===== src/rtl/cga_pkg.sv =====
// rtl/cga_pkg.sv - shared mode encodings, colour and word-length constants for the CGA pixel path
package cga_pkg;

  typedef enum logic [1:0] {
    MODE_TEXT = 2'd0,
    MODE_320  = 2'd1,
    MODE_640  = 2'd2,
    MODE_RSVD = 2'd3
  } mode_e;

  localparam logic [3:0] IRGB_BLACK = 4'h0;

  localparam int WORD_LEN_NARROW = 8;
  localparam int WORD_LEN_WIDE   = 16;

  function automatic logic [3:0] last_pix(mode_e m);
    return (m == MODE_640) ? 4'(WORD_LEN_WIDE - 1) : 4'(WORD_LEN_NARROW - 1);
  endfunction

endpackage


===== src/rtl/cga_pixel_decode.sv =====
// rtl/cga_pixel_decode.sv - combinational word/index to IRGB decode for text, 320 and 640 modes
// Optional CGA_PIXEL_SHIFTER_CURSOR_EN adds a cursor input that forces text pixels to fg.
module cga_pixel_decode
  import cga_pkg::*;
(
  input  logic [15:0] word,
  input  logic [3:0]  idx,
  input  logic [1:0]  mode,
  input  logic        palette,
  input  logic        blink_en,
  input  logic        blink_phase,
  input  logic [4:0]  color_sel,
`ifdef CGA_PIXEL_SHIFTER_CURSOR_EN
  input  logic        cursor,
`endif
  output logic [3:0]  irgb
);

  logic [7:0] attr;
  logic [7:0] glyph;
  logic [3:0] fg;
  logic [3:0] bg;
  logic [3:0] base;
  logic [1:0] v;

  always_comb begin
    attr  = word[15:8];
    glyph = word[7:0];
    bg    = {blink_en ? 1'b0 : attr[7], attr[6:4]};
    fg    = attr[3:0];
    // Blinking characters vanish into the background during the hidden phase
    if (blink_en && attr[7] && blink_phase) fg = bg;
    base  = 4'd15 - {idx[2:0], 1'b0};
    v     = word[base -: 2];
    case (mode)
      MODE_320: irgb = (v == 2'd0) ? color_sel[3:0] : {color_sel[4], v, palette};
      MODE_640: irgb = word[4'd15 - idx] ? color_sel[3:0] : IRGB_BLACK;
      default:  irgb = glyph[3'd7 - idx[2:0]] ? fg : bg;
    endcase
`ifdef CGA_PIXEL_SHIFTER_CURSOR_EN
    if (cursor && (mode == MODE_TEXT)) irgb = attr[3:0];
`endif
  end

endmodule


===== src/rtl/cga_pixel_shifter.sv =====
// rtl/cga_pixel_shifter.sv - 1-entry holding register plus word shifter producing registered IRGB pixels
// Optional CGA_PIXEL_SHIFTER_CURSOR_EN adds the per-word text cursor input.
module cga_pixel_shifter
  import cga_pkg::*;
#(
  parameter logic [3:0] UNDERRUN_COLOR = 4'h0,
  parameter bit         BORDER_IN_640  = 1'b0
) (
  input  logic        clk,
  input  logic        reset,
  input  logic        pix_ce,
  input  logic [15:0] word_data,
  input  logic        word_valid,
  output logic        word_ready,
  input  logic [1:0]  mode,
  input  logic        display_en,
  input  logic [4:0]  color_sel,
  input  logic        palette,
  input  logic        blink_en,
  input  logic        blink_phase,
  input  logic        bw,
  output logic [3:0]  video,
  output logic        composite,
  output logic        underrun
`ifdef CGA_PIXEL_SHIFTER_CURSOR_EN
  ,
  input  logic        cursor
`endif
);

  logic [15:0] hold_q, hold_d;
  logic        hold_full_q, hold_full_d;
  logic [15:0] shift_q, shift_d;
  logic        shift_full_q, shift_full_d;
  logic [3:0]  cnt_q, cnt_d;
  mode_e       mode_q, mode_d;
  logic        palette_q, palette_d;
  logic        blink_en_q, blink_en_d;
  logic [3:0]  video_q, video_d;
  logic        composite_q, composite_d;
  logic        underrun_q, underrun_d;
  logic        cursor_cur;
`ifdef CGA_PIXEL_SHIFTER_CURSOR_EN
  logic        cursor_q, cursor_d;
`endif

  logic        xfer;
  logic        take_hold;
  logic        bypass;
  logic [3:0]  pix_irgb;

  always_comb begin
    hold_d       = hold_q;
    hold_full_d  = hold_full_q;
    shift_d      = shift_q;
    shift_full_d = shift_full_q;
    cnt_d        = cnt_q;
    mode_d       = mode_q;
    palette_d    = palette_q;
    blink_en_d   = blink_en_q;
    composite_d  = composite_q;
    underrun_d   = 1'b0;
    xfer         = 1'b0;
    take_hold    = 1'b0;
    bypass       = 1'b0;
`ifdef CGA_PIXEL_SHIFTER_CURSOR_EN
    cursor_d     = cursor_q;
`endif
    if (pix_ce) begin
      xfer = !shift_full_q || (cnt_q == last_pix(mode_q));
      if (xfer) begin
        take_hold = hold_full_q;
        bypass    = !hold_full_q && word_valid;
        if (take_hold || bypass) begin
          shift_d      = take_hold ? hold_q : word_data;
          shift_full_d = 1'b1;
          cnt_d        = 4'd0;
          mode_d       = (mode == MODE_RSVD) ? MODE_TEXT : mode_e'(mode);
          palette_d    = palette;
          blink_en_d   = blink_en;
          composite_d  = bw && (mode == MODE_640);
`ifdef CGA_PIXEL_SHIFTER_CURSOR_EN
          cursor_d     = cursor;
`endif
        end else begin
          shift_full_d = 1'b0;
          underrun_d   = 1'b1;
        end
      end else begin
        cnt_d = cnt_q + 4'd1;
      end
    end
    if (take_hold) hold_full_d = 1'b0;
    // A word taken by bypass never lands in the holding register
    if (word_valid && !hold_full_q && !bypass) begin
      hold_d      = word_data;
      hold_full_d = 1'b1;
    end
  end

`ifdef CGA_PIXEL_SHIFTER_CURSOR_EN
  assign cursor_cur = cursor_d;
`else
  assign cursor_cur = 1'b0;
`endif

  cga_pixel_decode u_decode (
    .word        (shift_d),
    .idx         (cnt_d),
    .mode        (mode_d),
    .palette     (palette_d),
    .blink_en    (blink_en_d),
    .blink_phase (blink_phase),
    .color_sel   (color_sel),
`ifdef CGA_PIXEL_SHIFTER_CURSOR_EN
    .cursor      (cursor_cur),
`endif
    .irgb        (pix_irgb)
  );

  always_comb begin
    video_d = video_q;
    if (pix_ce) begin
      if (!display_en) begin
        video_d = ((mode_d == MODE_640) && !BORDER_IN_640) ? IRGB_BLACK : color_sel[3:0];
      end else if (!shift_full_d) begin
        video_d = UNDERRUN_COLOR;
      end else begin
        video_d = pix_irgb;
      end
    end
  end

  always_ff @(posedge clk) begin
    if (reset) begin
      hold_q       <= 16'h0;
      hold_full_q  <= 1'b0;
      shift_q      <= 16'h0;
      shift_full_q <= 1'b0;
      cnt_q        <= 4'd0;
      mode_q       <= MODE_TEXT;
      palette_q    <= 1'b0;
      blink_en_q   <= 1'b0;
      video_q      <= 4'h0;
      composite_q  <= 1'b0;
      underrun_q   <= 1'b0;
`ifdef CGA_PIXEL_SHIFTER_CURSOR_EN
      cursor_q     <= 1'b0;
`endif
    end else begin
      hold_q       <= hold_d;
      hold_full_q  <= hold_full_d;
      shift_q      <= shift_d;
      shift_full_q <= shift_full_d;
      cnt_q        <= cnt_d;
      mode_q       <= mode_d;
      palette_q    <= palette_d;
      blink_en_q   <= blink_en_d;
      video_q      <= video_d;
      composite_q  <= composite_d;
      underrun_q   <= underrun_d;
`ifdef CGA_PIXEL_SHIFTER_CURSOR_EN
      cursor_q     <= cursor_d;
`endif
    end
  end

  assign word_ready = !hold_full_q;
  assign video      = video_q;
  assign composite  = composite_q;
  assign underrun   = underrun_q;

endmodule


===== config.mk =====
export PLATFORM = sky130hd
export DESIGN_NAME = cga_pixel_shifter
export DESIGN_NICKNAME = d
export VERILOG_FILES = /design/src/rtl/cga_pkg.sv /design/src/rtl/cga_pixel_decode.sv /design/src/rtl/cga_pixel_shifter.sv
export SDC_FILE = /design/constraint.sdc
export NUM_CORES = 1
export LEC_CHECK = 0
export BUFFER_PORTS_ARGS = -buffer_cell sky130_fd_sc_hd__clkbuf_2
export CORE_ASPECT_RATIO = 0.9
export CORE_MARGIN = 4
export CORE_UTILIZATION = 35
export CTS_BUF_LIST = sky130_fd_sc_hd__clkbuf_4
export DETAILED_ROUTE_END_ITERATION = 10
export HOLD_SLACK_MARGIN = 0.06
export PLACE_DENSITY = 0.62
export SLEW_MARGIN = 20
export SYNTH_ARGS = -nofsm -noshare
export SYNTH_HDL_FRONTEND = slang
export SYNTH_HIERARCHICAL = 1
export SYNTH_SLANG_ARGS = --single-unit

===== constraint.sdc =====
create_clock -name clk -period 3.7 [get_ports clk]
set_clock_uncertainty 0.1 [all_clocks]
set_input_delay 0.185 -clock clk [delete_from_list [all_inputs] [get_ports clk]]
set_output_delay 0.185 -clock clk [all_outputs]
set_load 0.05 [all_outputs]

# Yosys cells after proc, flatten, opt, wreduce, memory -nomap -nowiden

Index checks and enable logic that the tools add are counted.

Output and inout port bits: 7
Word-level logic and storage cells: 81
Register bits after elaboration: 48

Reduce and logical (&&, ||, !) cells: 14
Order comparisons: 2
Mux-type cells: 41
Equality and inequality tests: 6
Shifts and indexed selects: 1
Bitwise operators: 2
Add/subtract/negate cells: 4

Operator list:

| cell                                                                 | count |
|---|---|
| 16-bit 2-to-1 mux                                                    | 4 |
| 4-bit 2-to-1 mux                                                     | 11 |
| 1-bit 2-to-1 mux                                                     | 19 |
| 17-bit by 5-bit indexed part select with 2-bit output                | 1 |
| 2-bit == test, second input constant                                 | 4 |
| 2-bit 2-to-1 mux                                                     | 4 |
| 4-bit one-hot mux with 2 select lines                                | 1 |
| 4-bit subtractor, first input constant                               | 2 |
| 1-bit logical AND                                                    | 5 |
| 4-bit by 5-bit < comparator with 1-bit output, second input constant | 1 |
| 4-bit by 1-bit adder with 4-bit output, second input constant        | 1 |
| 1-bit binary-select mux with 4-bit select                            | 1 |
| 4-bit == test                                                        | 1 |
| 3-bit by 4-bit < comparator with 1-bit output, second input constant | 1 |
| 1-bit binary-select mux with 3-bit select                            | 1 |
| 1-bit logical NOT                                                    | 3 |
| 3-bit AND reduction                                                  | 1 |
| 3-bit OR reduction                                                   | 1 |
| 3-bit subtractor, first input constant                               | 1 |
| 2-bit by 1-bit == test with 1-bit output, second input constant      | 1 |
| 2-bit logical NOT                                                    | 1 |
| 1-bit logical OR                                                     | 2 |
| 1-bit NOT                                                            | 2 |
| 2-bit nonzero test                                                   | 1 |

# Logic depth before layout (Yosys ltp)

Gate-level depths: netlist of run 1.

Depth after elaboration: 13
Gate-level depth with buffers: 14

# By module

The synthesis of run 1 kept the hierarchy.

By module, submodules not included:

| module            | cells an instance | area an instance (um2) | seq. area each (um2) | times used |
|---|---|---|---|---|
| cga_pixel_shifter | 250               | 2277.2                 | 960.9                | 1 |
| cga_pixel_decode  | 57                | 549.3                  | 0.0                  | 1 |

# Least setup slack after synthesis of run 1

Ideal clock, no wire load.

Kind: reg2reg
Start: register hold_full_q
End: register video_q[0], in the netlist video[0]
Setup time: 0.091 ns
Path slack: 0.574 ns
Stages on the path, launching flop included: 14
Data required time: 3.509 ns
Arrival: 2.935 ns
Cells stage by stage: dfxtp_1 buf_2 or2_2 buf_2 o221ai_1 a32o_1 buf_6 mux4_2 mux2i_4 a21boi_4 nand3_2 a32oi_1 nand2_1 a311oi_1

Word-level cells in the longest chain between the ends: 13

RTL lines:

| what                                                                          | line                                                                   | source |
|---|---|---|
| from (decl)                                                                   | cga_pixel_shifter.sv:32                                                | `logic hold_full_q, hold_full_d;` |
| from (signal assigned)                                                        | cga_pixel_shifter.sv:152                                               | `hold_full_q <= hold_full_d;` |
| 1-bit logical NOT                                                             | cga_pixel_shifter.sv:73                                                | `bypass = !hold_full_q && word_valid;` |
| 1-bit logical AND                                                             | cga_pixel_shifter.sv:73                                                |  |
| 1-bit logical OR (*)                                                          | cga_pixel_shifter.sv:74                                                | `if (take_hold \|\| bypass) begin` |
| 4-bit 2-to-1 mux (*)                                                          | cga_pixel_shifter.sv:74                                                |  |
| 4-bit 2-to-1 mux (*)                                                          | cga_pixel_shifter.sv:71                                                | `if (xfer) begin` |
| 4-bit 2-to-1 mux (*)                                                          | cga_pixel_shifter.sv:69                                                | `if (pix_ce) begin` |
| via cnt_d[1]                                                                  | cga_pixel_shifter.sv:35                                                | `logic [3:0] cnt_q, cnt_d;` |
| 4-bit subtractor (tied with other cells)                                      | cga_pixel_decode.sv:33                                                 | `base = 4'd15 - {idx[2:0], 1'b0};` |
| 17-bit by 5-bit indexed part select with 2-bit output (tied with other cells) | cga_pixel_decode.sv:34                                                 | `v = word[base -: 2];` |
| 2-bit logical NOT (tied with other cells)                                     | cga_pixel_decode.sv:36                                                 | `MODE_320: irgb = (v == 2'd0) ? color_sel[3:0] : {color_sel[4], v, palette};` |
| 4-bit 2-to-1 mux (on tied branches)                                           | cga_pixel_decode.sv:36, cga_pixel_decode.sv:37, cga_pixel_decode.sv:38 |  |
| 4-bit one-hot mux with 2 select lines (*)                                     | cga_pixel_decode.sv:35                                                 | `case (mode)` |
| via pix_irgb[0]                                                               | cga_pixel_shifter.sv:50                                                | `logic [3:0] pix_irgb;` |
| 4-bit 2-to-1 mux (*)                                                          | cga_pixel_shifter.sv:126                                               | `end else if (!shift_full_d) begin` |
| 4-bit 2-to-1 mux (*)                                                          | cga_pixel_shifter.sv:124                                               | `if (!display_en) begin` |
| to (signal assigned)                                                          | cga_pixel_shifter.sv:159                                               | `video_q <= video_d;` |
| to (decl)                                                                     | cga_pixel_shifter.sv:39                                                | `logic [3:0] video_q, video_d;` |

Mark *: on every way through the listed nets, which the timed path passes. The rest lies on a longest branch. The select of a mux whose other input is x is not followed.
A chain may end at the register's enable or synchronous reset.

# Worst setup path in the final report of run 1

Start: register cnt_q[0]
End: register video_q[0], in the netlist video[0]

RTL lines:

| what                                                                                                               | line                                           | source |
|---|---|---|
| from (decl)                                                                                                        | cga_pixel_shifter.sv:35                        |  |
| from (signal assigned)                                                                                             | cga_pixel_shifter.sv:155                       | `cnt_q <= cnt_d;` |
| 4-bit == test (*)                                                                                                  | cga_pixel_shifter.sv:70                        | `xfer = !shift_full_q \|\| (cnt_q == last_pix(mode_q));` |
| 1-bit logical OR (*)                                                                                               | cga_pixel_shifter.sv:70                        |  |
| 16-bit 2-to-1 mux (*)                                                                                              | cga_pixel_shifter.sv:71                        |  |
| 16-bit 2-to-1 mux (*)                                                                                              | cga_pixel_shifter.sv:69                        |  |
| via shift_d[14]                                                                                                    | cga_pixel_shifter.sv:33                        | `logic [15:0] shift_q, shift_d;` |
| 17-bit by 5-bit indexed part select with 2-bit output or 1-bit binary-select mux with 4-bit select (tied branches) | cga_pixel_decode.sv:34, cga_pixel_decode.sv:37 |  |
| 2-bit logical NOT or 1-bit 2-to-1 mux (tied branches)                                                              | cga_pixel_decode.sv:36, cga_pixel_decode.sv:37 |  |
| 4-bit 2-to-1 mux (on tied branches)                                                                                | cga_pixel_decode.sv:36, cga_pixel_decode.sv:37 |  |
| 4-bit one-hot mux with 2 select lines (*)                                                                          | cga_pixel_decode.sv:35                         |  |
| via pix_irgb[0]                                                                                                    | cga_pixel_shifter.sv:50                        |  |
| 4-bit 2-to-1 mux (*)                                                                                               | cga_pixel_shifter.sv:126                       |  |
| 4-bit 2-to-1 mux (*)                                                                                               | cga_pixel_shifter.sv:124                       |  |

Marked as above.

==> results of run 1 <==
logic make-up (layout without fill, tap and decap cells):
logic type / after synthesis / count (layout) / synth area share, %
compound gates: 100 / 100 / 26.1
xor+xnor: 2 / 2 / 0.886
fa+ha+maj: 3 / 3 / 1.33
buf+inv: 30 / 86 / 5.75
flops: 48 / 48 / 34.0
mux: 31 / 31 / 14.8
simple gates: 93 / 93 / 17.1
state kept, by name (all words and copies together) (netlist names):
| signal | flops |
|---|---|
| palette_q | 1 |
| cnt_q | 4 |
| video | 4 |
| composite | 1 |
| hold_full_q | 1 |
| hold_q | 16 |
| shift_full_q | 1 |
| underrun | 1 |
| blink_en_q | 1 |
| shift_q | 16 |
| mode_q | 2 |
layer usage:
layer	up-vias	part of all wire [%]	GRT usage (%)
met1	1167	49	21.4
met2	48	46	24.4
li1	1262	-	-
met5	-	0	0
met3	11	3.5	2.46
met4	0	1.5	4.70
cell usage after synthesis (2+ instances only):
cell type / n
nand2_1: 23
ha_1: 3
a32oi_1: 2
buf_6: 3
o211ai_1: 4
a31oi_1: 4
inv_1: 7
o221ai_1: 2
dfxtp_1: 48
o21ai_0: 9
nand3_1: 6
a311oi_1: 4
mux2i_4: 2
and3_1: 17
nand2b_1: 5
mux4_1: 2
mux4_2: 4
o2bb2ai_1: 32
clkbuf_1: 8
nor2_1: 24
a21oi_1: 31
nor2b_1: 5
nand3b_1: 3
buf_2: 9
mux2i_1: 22
a32o_1: 2
power breakdown:
group          total [W]  internal (W)  switching, W  leakage [nW]
registers       0.000559      0.000544     0.0000146         0.392
logic           0.000282      0.000123      0.000160         0.888
clock network   0.000404      0.000213      0.000191        0.0558
total            0.00125      0.000880      0.000366          1.34
through the flow:
| stage | power, W | util (%) | instances |
|---|---|---|---|
| 2_1_floorplan | 0.000763 | - | 307 |
| 3_3_place_gp | 0.000827 | 39.8 | 426 |
| 3_5_place_dp | 0.000830 | 39.8 | 426 |
| 4_1_cts | 0.00125 | 44.4 | 459 |
| 5_1_grt | 0.00130 | 44.6 | 459 |
| 6_report | 0.00125 | 44.6 | 459 |
layout make-up:
type | count | area [µm²]
Clock buffer | 5 | 37.5
Fill cell | 733 | 4270
Clock inverter | 3 | 68.8
Tap cell | 96 | 120
Multi-Input combinational cell | 229 | 1710
Timing Repair Buffer | 71 | 500
Sequential cell | 48 | 961
Inverter | 7 | 26.3
final timing paths:
path / from / end / slack, ps
worst max-delay path: cnt_q[0]$_SDFF_PP0_ / video[0]$_SDFFE_PP0P_ / 220
worst min-delay path: color_sel[4] / video[3]$_SDFFE_PP0P_ / 100
worst max register to register: cnt_q[0]$_SDFF_PP0_ / video[0]$_SDFFE_PP0P_ / 220
worst min register to register: shift_q[1]$_SDFF_PP0_ / shift_q[1]$_SDFF_PP0_ / 380
what timing repair did:
item / CTS / global route
hold endpoints to repair: 24 / 0
resized for setup: 0 / 3
setup endpoints to repair: 0 / 4
hold buffers: 25 / 0
worst max-delay path, cell delays in order, from the launching register on:
cell and delay (ps):
dfxtp_1 370, ha_1 280, and3_1 260, a21boi_4 550, o2bb2ai_1 220, mux4_2 530, mux2i_4 200, a21boi_4 250
nand3_2 80, a32oi_1 200, nand2_1 60, a311oi_1 280
==> summary.txt, run 1 <==
Logic synthesis
  • Syn_area_per_cell: 9.21 µm²
  • Top post-synthesis cells by area: dfxtp_1 (34%), o2bb2ai_1 (9.9%), mux2i_1 (7.8%)
  • Register area share after synthesis: 34.0%
  • Netlist Area Pre-Place: 2830 µm²
  • Yosys reg bits: 48
  • Area share of the largest cell type after synthesis: 34.0%
  • Post-synth EDFFs: 0
  • Top FF cell, synth: dfxtp_1
  • Ys async rst share: 0%
  • Largest area contributor in the netlist: dfxtp_1
  • Syn_nets: 342
  • YS warnings: 6
  • Yosys cell types: 52
  • Post-Syn Instances: 307

STA
  • Finish-stage setup viols: 0
  • Rel. slew slack: 33.6%
  • Fin crit share: 94.1%
  • Sum Neg Setup Slack: 0 ps
  • F_max: 0.287 GHz
  • Endpoints failing hold: 0
  • Worst slew pin tran: 997 ps
  • Hold WS: 95.4 ps
  • Minimum clock period after layout: 3480 ps
  • Unrepaired setup endpoints after global routing: no
  • Max Slew Vio Count: 0
  • Final critical-path setup slack: 219 ps

Hold path
  • Min-delay worst type: in2reg
  • Worst hold path depth: 5

Floorplan
  • Die W: 103 µm
  • Rows: 30
  • Core ar.: 7690 µm²
  • Initial Util: 36.7%
  • Die Footprint: 9580 µm²
  • IO Pins: 39
  • Die Ht: 93.3 µm

Routing
  • DRC viols: 0
  • Vias: 2488
  • Initial DRC Count: 116
  • WL/cell: 15.6 µm
  • Vias per Instance: 5.42
  • Antenna Nets Post-Route: 0
  • Router iterations before antenna repair: 4
  • Final WL: 7170 µm

Place
  • Worst slack, placed: 45.8 ps
  • Final HPWL from detailed placement: 5090 µm
  • Placer congestion estimate: 0.932
  • IO Port Bufs: 38
  • Placement Cell Area: 3060 µm²

Finish
  • Most common cell after layout, fill and taps aside: dfxtp_1
  • Most frequent cells in the layout: dfxtp_1 (48), clkbuf_2 (38), o2bb2ai_1 (32), a21oi_1 (31), dlygate4sd3_1 (25)
  • Design Area, Final: 3430 µm²
  • # diodes: 0
  • NumNets Final: 397
  • Share of layout cells above drive strength 1: 20.4%
  • P&R area growth vs syn: 21.3%

Global route
  • Grt total ovfl: 0
  • GRT Util Overall: 15.4%
  • Largest net degree at the start of global routing: 34
  • First-pass GRT wire length: 11800 µm
  • Initial antenna violation count: 0
  • Vias in the first global route: 2348

Worst setup path
  • Worst path arrival time: 3660 ps
  • FF-to-FF path depth: 11
  • Kind of critical path: reg2reg
  • Worst Setup Start Kind: flop
  • Worst Setup End Kind: flop
  • CP Data Required Time: 3880 ps
  • CP max FO: 24

Run status
  • Status: completed

CTS
  • Worst skew pair latency: 380 ps
  • H-tree levels: 2
  • Clk root buf: clkbuf_4
  • Setup repair bufs after CTS: 0
  • Clock Pin Slew Worst Setup and Hold Paths: 160 ps
  • CTS tree: built
  • TritonCTS Buffers: 5
  • Bufs on Longest Clock Path: 2
  • Total clock sinks: 48

Job
  • Max Cap Violations: 0

Pwr
  • Leak pwr: 1.34 nW
  • Peak VDD IR: 258 µV
  • PwrDens: 363 nW/µm²
(Power assumes the default switching activity.)
==> run 2, diff against run 1 <==
--- a/config.mk
+++ b/config.mk
@@ -16,5 +16,4 @@
 export SLEW_MARGIN = 20
 export SYNTH_ARGS = -nofsm -noshare
 export SYNTH_HDL_FRONTEND = slang
-export SYNTH_HIERARCHICAL = 1
 export SYNTH_SLANG_ARGS = --single-unit
==> summary.txt, run 2 <==
Run status
  • Status: completed

CTS
  • TritonCTS Buffers: 5 (unchanged)
  • Clock Pin Slew Worst Setup and Hold Paths: 140 ps (-20 ps)
  • Clk root buf: clkbuf_4
  • Setup repair bufs after CTS: 0 (unchanged)
  • H-tree levels: 2 (unchanged)
  • Worst skew pair latency: 370 ps (about the same)
  • CTS tree: built
  • Bufs on Longest Clock Path: 2 (unchanged)
  • Post-cts resize count: 0 (unchanged)
  • Total clock sinks: 48 (unchanged)

Floorplan
  • Die W: 107 µm (+3.8%)
  • Die Footprint: 10300 µm² (+7.7%)
  • Core ar.: 8570 µm² (+11%)
  • Die Ht: 96.8 µm (+3.8%)
  • Initial Util: 35.8% (-0.97 points)
  • Rows: 32 (+6.7%)
  • IO Pins: 39 (unchanged)

Global route
  • Initial antenna violation count: 0 (unchanged)
  • Largest net degree at the start of global routing: 30 (-12%)
  • Vias in the first global route: 3083 (+31%)
  • Grt total ovfl: 0 (unchanged)
  • GRT Util Overall: 17.9% (+2.5 points)
  • First-pass GRT wire length: 15300 µm (+29%)

Logic synthesis
  • YS warnings: 0 (-6)
  • Count leader, synth: nand2_1
  • Post-synth EDFFs: 0 (unchanged)
  • Yosys cell types: 58 (+12%)
  • Syn_area_per_cell: 7.37 µm² (-20%)
  • Top FF cell, synth: dfxtp_1
  • Area share of the largest cell type after synthesis: 31.4% (-2.6 points)
  • Largest area contributor in the netlist: dfxtp_1
  • Top post-synthesis cells by area: dfxtp_1 (31%), nand2_1 (8.3%), a21oi_1 (8.0%)
  • Synth cell count leaders: nand2_1 (68), nor2_1 (65), a21oi_1 (49), dfxtp_1 (48), clkbuf_1 (15)
  • Netlist Area Pre-Place: 3060 µm² (+8.4%)
  • Ys async rst share: 0% (unchanged)
  • Post-Syn Instances: 416 (+36%)
  • Yosys reg bits: 48 (unchanged)
  • Syn_nets: 451 (+32%)
  • Register area share after synthesis: 31.4% (-2.6 points)

Worst setup path
  • Worst path arrival time: 3500 ps (-160 ps)
  • Family with the most delay on the worst path: compound AO/OA/AOI/OAI gates
  • Worst-path cell chain: ha_1, and2_1, o21ai_0, a21oi_1, a22oi_1, o21ai_0, a211oi_1, a311oi_2, o21ai_0, o311ai_1, a21oi_1
  • Crit path depth: 11 (unchanged)
  • Worst flop-to-flop path endpoint: video[0]$_SDFFE_PP0P_
  • Crit path largest cell delay: 580 ps (+30 ps)
  • FF-to-FF path depth: 11 (unchanged)
  • Slowest CP cell: a21oi_1
  • CP startpoint: cnt_q[1]$_SDFF_PP0_
  • R2R Setup Slk: 360 ps (+140 ps)
  • Worst reg2reg startpoint: cnt_q[1]$_SDFF_PP0_
  • CP Buf/Inv Count: 0 (unchanged)
  • Kind of critical path: reg2reg
  • Most common cell on crit path: o21ai_0
  • Worst Setup Start Kind: flop
  • CP Data Required Time: 3860 ps (-20 ps)
  • CP max FO: 6 (-75%)
  • Capture point of the worst path: video[0]$_SDFFE_PP0P_
  • Worst Setup End Kind: flop

Pwr
  • Peak VDD IR: 163 µV (-37%)
  • Leak pwr: 1.43 nW (+6.7%)
  • Register share of total power: 47.4% (+2.5 points)
  • Combinational cell fraction of total power: 31.9% (+9.2 points)
  • PwrDens: 325 nW/µm² (-10%)
  • Switching part of the total: 35.5% (+6.1 points)
  • Clock share of power: 20.7% (-12 points)
  • Internal: 0.000777 W (-12%)
  • Psw: 0.000427 W (+17%)
  • Post-layout total power: 0.00120 W (-3.3%)

Place
  • Final HPWL from detailed placement: 6610 µm (+30%)
  • Placed cells: 561 (+32%)
  • IO Port Bufs: 38 (unchanged)
  • Worst slack, placed: 415 ps (+369 ps)
  • Placer congestion estimate: 0.907 (-2.6%)

Finish
  • Fillers: 910 (+24%)
  • P&R area growth vs syn: 20.8%
  • Most common cell after layout, fill and taps aside: nand2_1
  • Cell Count, Final, Fillers Out: 594 (+29%)
  • Share of layout cells above drive strength 1: 16.4% (-4.0 points)
  • NumNets Final: 509 (+28%)
  • Most frequent cells in the layout: nand2_1 (68), nor2_1 (65), a21oi_1 (49), dfxtp_1 (48), clkbuf_2 (38)
  • # diodes: 0 (unchanged)
  • Top flop regs: hold_q x16, shift_q x16

Hold path
  • Min-delay worst type: in2reg
  • Worst hold path depth: 4 (-1)

Routing
  • Antenna Nets Post-Route: 0 (unchanged)
  • DRC viols: 0 (unchanged)
  • Vias: 3303 (+33%)
  • Router iterations before antenna repair: 4 (unchanged)
  • Final WL: 9130 µm (+27%)
  • WL/cell: 15.4 µm (-1.6%)
  • Initial DRC Count: 258 (+120%)
  • Vias per Instance: 5.56 (+2.6%)

STA
  • Hold WS: 171 ps (+75.6 ps)
  • Endpoints failing hold: 0 (unchanged)
  • Unrepaired setup endpoints after global routing: no
  • Fin crit share: 90.2% (-3.9 points)
  • Worst slew pin tran: 680 ps (-316 ps)
  • Max Slew Vio Count: 0 (unchanged)
  • Sum Neg Setup Slack: 0 ps (unchanged)
  • Rel. slew slack: 54.6% (+21 points)
  • Minimum clock period after layout: 3340 ps (-145 ps)
  • Final critical-path setup slack: 363 ps (+145 ps)
  • F_max: 0.300 GHz (+4.3%)
  • Finish-stage setup viols: 0 (unchanged)

Job
  • Max Cap Violations: 0 (unchanged)
[run 2: cell types whose count changed in the layout (fill, tap and decap cells not counted), moves of 7 or more]
cell | before | now
nor2_1 | 24 | 65
mux2i_1 | 22 | 10
buf_4 | 8 | 15
nand2_1 | 22 | 68
a21oi_1 | 31 | 49
a2bb2oi_1 | 0 | 8
o2bb2ai_1 | 32 | 0
nor3_1 | 1 | 8
o22ai_1 | 0 | 11
and3_1 | 17 | 4
[run 2: cell families after synthesis]
group                      share of synthesized area (%)
adders and majority gates                           1.23
DFF                                                 31.4
muxes                                               4.00
AOI/OAI and AO/OA                                   31.9
and+or+nand+nor                                     25.6
xor gates and xnor gates                            1.06
buffers and inverters                               4.78
[run 2: layer usage]
layer  GRT usage, %  up-vias  routed length, µm
met4           6.29        0                156
met3           2.40       16                413
met1           25.1     1563               4250
li1               -     1622                  -
met2           28.3      102               4310
met5              0        -                  0
[run 2: repair_timing]
action,4_1_cts,5_1_grt
hold buffers,25,0
endpoints found under the setup margin,0,0
hold endpoints to repair,23,0
[run 2: worst min-delay path: cells and delay by family]
family | cells | cell delay [ps]
AOI/OAI and AO/OA | 1 | 200
buffers and inverters | 1 | 100
and+or+nand+nor | 2 | 110
[run 2: area by class of cell]
class,instances,area (µm²),share of cell area [%]
clock buffers,5,37.5,1.01
clock inverters,3,17.5,0.473
inverters,7,26.3,0.710
multi-input cells,334,1960,52.9
flip-flops and latches,48,961,26.0
well taps,119,149,4.02
repair buffers,78,553,14.9
[run 2: power by group through the flow]
stage	Clock [W]	Combinational, W	Sequential [W]
after floorplan	0	0.000248	0.000591
final	0.000249	0.000384	0.000570
after CTS	0.000262	0.000383	0.000570
after detailed placement	0	0.000361	0.000581
after global placement	0	0.000357	0.000581
after global routing	0.000282	0.000421	0.000575
[run 2: worst min path at each step]
stage,from,to,slack [ps]
floorplan,word_data[0],hold_q[0]$_SDFFE_PP0P_,220
global placement,word_data[8],hold_q[8]$_SDFFE_PP0P_,320
detailed placement,word_data[10],hold_q[10]$_SDFFE_PP0P_,330
CTS,mode[0],mode_q[1]$_SDFF_PP0_,150
global route,mode[0],mode_q[1]$_SDFF_PP0_,180
finish,mode[0],mode_q[1]$_SDFF_PP0_,170
[run 2: stage by stage]
stage	utilization, %	instance area [µm²]
floorplan	-	3060
global placement	39.6	3400
detailed placement	39.6	3400
CTS	43.2	3700
global route	43.2	3700
finish	43.2	3700
